`config.mk`:
```
export PLATFORM = sky130hd
export DESIGN_NAME = fpu_issue_rob
export DESIGN_NICKNAME = d
export VERILOG_FILES = /design/src/rtl/fpu_pkg.sv /design/src/rtl/fpu_unit_slot.sv /design/src/rtl/fpu_issue_rob.sv
export SDC_FILE = /design/constraint.sdc
export NUM_CORES = 2
export LEC_CHECK = 0
export CAP_MARGIN = 15
export CELL_PAD_IN_SITES_DETAIL_PLACEMENT = 1
export CELL_PAD_IN_SITES_GLOBAL_PLACEMENT = 2
export CORE_AREA = 2 2 513 515
export DETAILED_ROUTE_END_ITERATION = 7
export DIE_AREA = 0 0 515 517
export HOLD_SLACK_MARGIN = 0.12
export PLACE_DENSITY_LB_ADDON = 0.1
export SLEW_MARGIN = 20
export SYNTH_ARGS = -nofsm -noshare
export SYNTH_HDL_FRONTEND = slang
export SYNTH_SLANG_ARGS = --single-unit
export TNS_END_PERCENT = 1
```
`constraint.sdc`:
```
create_clock -name clk -period 4.78 [get_ports clk]
set_input_delay 0.956 -clock clk [delete_from_list [all_inputs] [get_ports clk]]
set_output_delay 0.956 -clock clk [all_outputs]
set_load 0.03 [all_outputs]
```
`src/rtl/fpu_pkg.sv`:
```
// Shared FP issue definitions: widths, functional-unit indices, slot states and
// the funct7-to-unit decode used in front of the issuer.
package fpu_pkg;

   localparam int WORD   = 32;
   localparam int UNIT_W = 4;

   localparam logic [UNIT_W-1:0] UNIT_FADD   = 4'd0;
   localparam logic [UNIT_W-1:0] UNIT_FSUB   = 4'd1;
   localparam logic [UNIT_W-1:0] UNIT_FMUL   = 4'd2;
   localparam logic [UNIT_W-1:0] UNIT_FDIV   = 4'd3;
   localparam logic [UNIT_W-1:0] UNIT_FSQRT  = 4'd4;
   localparam logic [UNIT_W-1:0] UNIT_FSGNJ  = 4'd5;
   localparam logic [UNIT_W-1:0] UNIT_FFLOOR = 4'd6;
   localparam logic [UNIT_W-1:0] UNIT_ITOF   = 4'd7;
   localparam logic [UNIT_W-1:0] UNIT_FTOI   = 4'd8;
   localparam logic [UNIT_W-1:0] UNIT_FMVI   = 4'd9;
   localparam logic [UNIT_W-1:0] UNIT_IMVF   = 4'd10;
   localparam logic [UNIT_W-1:0] UNIT_FCOMP  = 4'd11;
   localparam logic [UNIT_W-1:0] UNIT_NONE   = 4'd15;

   typedef enum logic [1:0] {
      SLOT_IDLE  = 2'd0,
      SLOT_ORDER = 2'd1,
      SLOT_WAIT  = 2'd2
   } slot_state_t;

   // Unknown encodings map to UNIT_NONE so the op completes with an error flag.
   function automatic logic [UNIT_W-1:0] unit_from_funct7(input logic [6:0] funct7);
      logic [UNIT_W-1:0] unit;
      unit = UNIT_NONE;
      case (funct7)
         7'b0000000: unit = UNIT_FADD;
         7'b0000100: unit = UNIT_FSUB;
         7'b0001000: unit = UNIT_FMUL;
         7'b0001100: unit = UNIT_FDIV;
         7'b0101100: unit = UNIT_FSQRT;
         7'b0010000: unit = UNIT_FSGNJ;
         7'b0010100: unit = UNIT_FFLOOR;
         7'b1101000: unit = UNIT_ITOF;
         7'b1100000: unit = UNIT_FTOI;
         7'b1110000: unit = UNIT_FMVI;
         7'b1111000: unit = UNIT_IMVF;
         7'b1010000: unit = UNIT_FCOMP;
         default:    unit = UNIT_NONE;
      endcase
      return unit;
   endfunction

endpackage

```
`src/rtl/fpu_unit_slot.sv`:
```
// One functional-unit slot: IDLE/ORDER/WAIT handshake FSM plus the operands and
// reorder-buffer index captured when an op is allocated to the unit.
module fpu_unit_slot #(
   parameter int WORD  = 32,
   parameter int IDX_W = 2
) (
   input  logic             clk,
   input  logic             rst,
   input  logic             alloc,
   input  logic [2:0]       alloc_func3,
   input  logic [WORD-1:0]  alloc_rs1,
   input  logic [WORD-1:0]  alloc_rs2,
   input  logic [IDX_W-1:0] alloc_idx,
   input  logic             accepted,
   input  logic             done,
   output logic             order,
   output logic             idle,
   output logic [2:0]       func3,
   output logic [WORD-1:0]  rs1,
   output logic [WORD-1:0]  rs2,
   output logic [IDX_W-1:0] idx
);
   import fpu_pkg::*;

   slot_state_t state_reg, state_next;

   always_ff @(posedge clk) begin
      if (rst) begin
         state_reg <= SLOT_IDLE;
      end else begin
         state_reg <= state_next;
      end
   end

   // A finishing unit may be handed its next op in the same cycle.
   always_comb begin
      state_next = state_reg;
      unique case (state_reg)
         SLOT_IDLE:  if (alloc) state_next = SLOT_ORDER;
         SLOT_ORDER: begin
            if (done)          state_next = SLOT_IDLE;
            else if (accepted) state_next = SLOT_WAIT;
         end
         SLOT_WAIT:  if (done) state_next = SLOT_IDLE;
         default:    state_next = SLOT_IDLE;
      endcase
      if (alloc) state_next = SLOT_ORDER;
   end

   assign order = (state_reg == SLOT_ORDER);
   assign idle  = (state_reg == SLOT_IDLE);

   always_ff @(posedge clk) begin
      if (rst) begin
         func3 <= '0;
         rs1   <= '0;
         rs2   <= '0;
         idx   <= '0;
      end else if (alloc) begin
         func3 <= alloc_func3;
         rs1   <= alloc_rs1;
         rs2   <= alloc_rs2;
         idx   <= alloc_idx;
      end
   end

endmodule

```
`src/rtl/fpu_issue_rob.sv`:
```
// Multi-unit FP issuer: dispatches ops to per-unit slots and returns results
// strictly in issue order through a small reorder buffer.
module fpu_issue_rob #(
   parameter int WORD      = fpu_pkg::WORD,
   parameter int NUM_UNITS = 12,
   parameter int UNIT_W    = fpu_pkg::UNIT_W,
   parameter int DEPTH     = 4
) (
   input  logic                      clk,
   input  logic                      rst,
   input  logic                      in_valid,
   output logic                      in_ready,
   input  logic [UNIT_W-1:0]         in_unit,
   input  logic [2:0]                in_func3,
   input  logic [WORD-1:0]           in_rs1,
   input  logic [WORD-1:0]           in_rs2,
   output logic [NUM_UNITS-1:0]      u_order,
   input  logic [NUM_UNITS-1:0]      u_accepted,
   input  logic [NUM_UNITS-1:0]      u_done,
   output logic [3*NUM_UNITS-1:0]    u_func3,
   output logic [WORD*NUM_UNITS-1:0] u_rs1,
   output logic [WORD*NUM_UNITS-1:0] u_rs2,
   input  logic [WORD*NUM_UNITS-1:0] u_rd,
   output logic                      out_valid,
   input  logic                      out_ready,
   output logic [WORD-1:0]           out_rd,
   output logic                      out_err,
   output logic                      busy,
   output logic                      proto_err
);
   import fpu_pkg::*;

   localparam int PTR_W = $clog2(DEPTH);
   localparam int CNT_W = PTR_W + 1;
   localparam int NSEL  = 1 << UNIT_W;
   localparam logic [UNIT_W:0] NUM_UNITS_L = (UNIT_W + 1)'(NUM_UNITS);
   localparam logic [CNT_W-1:0] DEPTH_L    = CNT_W'(DEPTH);

   logic [PTR_W-1:0] head_reg, tail_reg;
   logic [CNT_W-1:0] count_reg;
   logic             proto_err_reg;
   logic             rob_cmp_reg [DEPTH];
   logic             rob_err_reg [DEPTH];
   logic [WORD-1:0]  rob_rd_reg  [DEPTH];

   logic [NUM_UNITS-1:0] slot_idle, slot_order, cap_done;
   logic [PTR_W-1:0]     slot_idx [NUM_UNITS];
   logic [NSEL-1:0]      idle_sel, done_sel;
   logic                 unit_ok, accept, pop;

   // Widen per-unit status to the full select range so any in_unit is a legal index.
   always_comb begin
      idle_sel = '0;
      done_sel = '0;
      for (int i = 0; i < NUM_UNITS; i++) begin
         idle_sel[i] = slot_idle[i];
         done_sel[i] = u_done[i];
      end
   end

   assign unit_ok  = ({1'b0, in_unit} < NUM_UNITS_L);
   assign in_ready = (count_reg < DEPTH_L) &
                     (~unit_ok | idle_sel[in_unit] | done_sel[in_unit]);
   assign accept   = in_valid & in_ready;
   assign out_valid = rob_cmp_reg[head_reg];
   assign out_rd    = rob_rd_reg[head_reg];
   assign out_err   = rob_err_reg[head_reg];
   assign pop       = out_valid & out_ready;
   assign busy      = (count_reg != '0);
   assign proto_err = proto_err_reg;
   assign cap_done  = u_done & ~slot_idle;
   assign u_order   = slot_order;

   generate
      for (genvar gi = 0; gi < NUM_UNITS; gi++) begin : g_slot
         logic alloc;
         assign alloc = accept & unit_ok & (in_unit == UNIT_W'(gi));

         fpu_unit_slot #(
            .WORD  (WORD),
            .IDX_W (PTR_W)
         ) u_slot (
            .clk         (clk),
            .rst         (rst),
            .alloc       (alloc),
            .alloc_func3 (in_func3),
            .alloc_rs1   (in_rs1),
            .alloc_rs2   (in_rs2),
            .alloc_idx   (tail_reg),
            .accepted    (u_accepted[gi]),
            .done        (u_done[gi]),
            .order       (slot_order[gi]),
            .idle        (slot_idle[gi]),
            .func3       (u_func3[3*gi +: 3]),
            .rs1         (u_rs1[WORD*gi +: WORD]),
            .rs2         (u_rs2[WORD*gi +: WORD]),
            .idx         (slot_idx[gi])
         );
      end
   endgenerate

   // Tail is never an in-flight entry and a complete head has no busy slot,
   // so accept, unit completions and pop never target the same entry.
   always_ff @(posedge clk) begin
      if (rst) begin
         head_reg      <= '0;
         tail_reg      <= '0;
         count_reg     <= '0;
         proto_err_reg <= 1'b0;
         for (int d = 0; d < DEPTH; d++) begin
            rob_cmp_reg[d] <= 1'b0;
            rob_err_reg[d] <= 1'b0;
            rob_rd_reg[d]  <= '0;
         end
      end else begin
         if (pop) begin
            rob_cmp_reg[head_reg] <= 1'b0;
            head_reg              <= head_reg + 1'b1;
         end
         for (int i = 0; i < NUM_UNITS; i++) begin
            if (cap_done[i]) begin
               rob_cmp_reg[slot_idx[i]] <= 1'b1;
               rob_err_reg[slot_idx[i]] <= 1'b0;
               rob_rd_reg[slot_idx[i]]  <= u_rd[i*WORD +: WORD];
            end
         end
         if (accept) begin
            rob_cmp_reg[tail_reg] <= ~unit_ok;
            rob_err_reg[tail_reg] <= ~unit_ok;
            rob_rd_reg[tail_reg]  <= '0;
            tail_reg              <= tail_reg + 1'b1;
         end
         if (accept && !pop) begin
            count_reg <= count_reg + 1'b1;
         end else if (!accept && pop) begin
            count_reg <= count_reg - 1'b1;
         end
         if ((u_done & slot_idle) != '0) begin
            proto_err_reg <= 1'b1;
         end
      end
   end

endmodule
```
==> impl_metrics.csv <==
group,metric,value,unit
global_route,first_global_vias,62303,
sta,fmax,0.2383,GHz
critical_path,cpPeakStageDelay,810,ps
global_route,grt_max_degree,215,
placed_design,io_buffers,1335,
cells_and_area,syn2layout_area_growth,46.72,%
clock_network,clock-root-buffer,"clkbuf_16",
global_route,grt_overflow,0,
clock_network,cts_resized,0,
power,power_density,306.4,nW/um^2
sta,finalHoldViolations,0,
critical_path,worst-path-buf-inv,3,
sta,rsz0062_at_grt,"no",
die,io_pins,1336,
cells_and_area,n_fill_cell,30602,
die,die_w,515,um
drt,num_vias,61432,
critical_path,crit_top_cell,"nor2_1",
global_route,grt.total_usage,32.51,%
cells_and_area,multi_input_area,27050,sq um
drt,drc,0,
die,fp.dieH,517,um
global_route,antenna_found_initial,102,
outcome,status,"completed",
sta,worst_pin_slew,1270,ps
sta,slew_headroom,15.30,%
die,core,261100,sq um
yosys,synthDistinctLibCells,91,
yosys,synth.top_cell.area_share,39.66,%
clock_network,hold_buffers,0,
hold_path,hp-class,"register to register",
clock_network,cts_buffers,136,
yosys,synth_top_area_cell,"dfxtp_1",
drt,routedWlPerCell,39.01,um
sta,fin_crit_sh,87.80,%
clock_network,cts_tree,"done",
power,ir_drop,0.2549,mV
critical_path,start_kind,"input port",
critical_path,crit_family,"simple AND/OR/NAND/NOR gates",
power,p_leak,23.89,nW
critical_path,cp-end-kind,"register",
critical_path,critPathKind,"input port to register",
critical_path,crit_chain,"clkdlybuf4s50_1 -> nand2b_1 -> or4_2 -> buf_4 -> and3_1 -> nand4_2 -> buf_12 -> nor2_1 -> nor2_1 -> o311a_1",
cells_and_area,drive_gt1_share,9.359,%
drt,vias_per_cell,5.335,
sta,finalMaxSlewViolations,0,
yosys,syn-num-nets,7270,
clock_network,post-cts-setup-buffers,0,
clock_network,clk_latency,850,ps
placed_design,dpl.hpwl,336200,um
yosys,avgSynthCellArea,7.400,sq um
sta,finalCriticalPeriod,4197,ps
cells_and_area,seqCellArea,20020,sq um
critical_path,cp.arrival,4910,ps
drt,dr.pass1.iters,7,
drt,drt-total-wl,449200,um
yosys,yosys_most_used_dff,"dfxtp_1",
clock_network,cts.clk_slew.worst_paths,60,ps
yosys,syn_area,50180,sq um
critical_path,worst_ep_required_time,5490,ps
clock_network,htreeDepth,4,
cells_and_area,final_util,28.20,%
yosys,synth_edf_count,4,
global_route,grt_pass1_wl,590000,um
die,start_util,19.22,%
placed_design,place.gp.congestion,0.9492,
critical_path,path_max_fanout,34,
drt,drt_iter0_markers,5221,
yosys,synth-async-reset-ratio,0,%
sta,skew,83.62,ps
yosys,ys.warnings.count,0,
critical_path,crit_slowest_cell,"or4_2",
clock_network,clockBufferDepth,3,
run,maxCapViolCount,0,
cells_and_area,nNetsFinal,8441,
power,finalPower,0.02255,W
yosys,syn-instance-count,6781,
yosys,ys_seq_elements,998,
yosys,yosysSeqAreaShare,39.90,%
clock_network,cts_sinks,998,
drt,detail-route-antenna-nets,0,
sta,setup_viol,0,
yosys,synth_area_leaders,"dfxtp_1 40%, nand2_1 14%, a21oi_1 11%",
die,num_rows,188,
die,die-area,266300,sq um
-- cells by family after synthesis --
| group | count (synthesis) | synth area share [%] |
|---|---|---|
| and+or+nand+nor | 2808 | 24.03 |
| AOI/OAI and AO/OA | 2177 | 27.33 |
| DFF | 998 | 39.90 |
| buffers and inverters | 752 | 6.950 |
| muxes | 35 | 1.546 |
| adders and majority gates | 6 | 0.1646 |
| xor gates and xnor gates | 5 | 0.08727 |
-- Yosys cell counts, types with 82 or more instances --
library cell	n
dfxtp_1	994
buf_2	110
o211ai_1	93
a21oi_1	1063
nor3_1	94
o21ai_0	191
a221oi_1	103
o221ai_1	107
nand2_1	1934
a31oi_1	82
nand3_1	183
o22ai_1	84
buf_1	91
clkbuf_1	416
nor2_1	279
-- cells in the final DEF, fill, tap and decap left out, types with 38 or more instances in the layout --
master,netlist,final
nor2_1,279,273
o21ai_0,191,190
o22a_1,40,40
a22o_1,40,40
or3_1,45,45
a31oi_1,82,82
clkdlybuf4s50_1,0,1331
buf_12,0,90
buf_4,30,311
nor3b_1,50,50
nand2_1,1934,1934
inv_1,49,49
a221oi_1,103,103
diode_2,0,48
a21oi_1,1063,1063
nand3_1,183,181
nor3_1,94,87
o2111ai_1,56,56
clkbuf_1,416,38
o221ai_1,107,107
o211ai_1,93,93
nor2b_1,49,48
clkbuf_16,0,136
o22ai_1,84,84
dfxtp_1,994,993
-- through the flow --
stage                     TNS, ps  hold slack (ps)  worst slack (ps)  area, sq um  std cells
after floorplan                 0            427.1              1152        50180       6781
after global placement     -63.06            439.1            -63.06        69030      11234
after detailed placement   -89.11            443.7            -89.11        69020      11234
after CTS                       0            453.8             695.7        73500      11466
after global routing            0            468.2             618.6        73540      11480
final                           0            451.8             583.3        73620      11514
-- worst reg2reg max path, cell delays in order (launching register included) --
cell,delay (ps)
dfxtp_1,360
nor2_1,60
buf_4,170
or4_2,850
buf_4,310
and3_1,250
nand4_2,190
buf_12,290
nor2_1,100
nor2_1,690
o311a_1,290
-- cell type report --
cell class / instances / area share, %
repair buffers: 1735 / 23.75
flip-flops and latches: 998 / 27.19
multi-input cells: 5031 / 36.74
clock buffers: 203 / 5.359
well taps: 3420 / 5.812
inverters: 50 / 0.2549
diodes: 48 / 0.1632
clock inverters: 29 / 0.7291
-- power by group --
group          leakage (nW)  internal [W]  switching (W)
Sequential             8.09       0.00855       0.000175
Clock                  2.15       0.00589        0.00453
Combinational          13.7       0.00116        0.00225
Total                  23.9        0.0156        0.00695
-- path summary, 6_finish.rpt --
path | from | endpoint | slack, ps | cells after the start
min reg2reg | g_slot[2].u_slot.rs2[31]$_SDFFE_PP0P_ | g_slot[2].u_slot.rs2[31]$_SDFFE_PP0P_ | 450 | 2
min | g_slot[2].u_slot.rs2[31]$_SDFFE_PP0P_ | g_slot[2].u_slot.rs2[31]$_SDFFE_PP0P_ | 450 | 2
max reg2reg | g_slot[8].u_slot.state_reg[0]$_SDFFE_PP0P_ | rob_rd_reg[0][7]$_SDFFE_PP0P_ | 1120 | 10
max | u_done[8] | rob_rd_reg[0][7]$_SDFFE_PP0P_ | 580 | 10
-- per-layer routing --
layer | vias to the layer above | track usage, % | wire (um)
met5 | - | 0 | 153
met4 | 22 | 21.56 | 34070
met3 | 787 | 8.257 | 30700
met2 | 2637 | 56.36 | 220200
met1 | 31608 | 34.92 | 164100
li1 | 26378 | - | -
No activity file was read; power rests on OpenSTA's default activity.
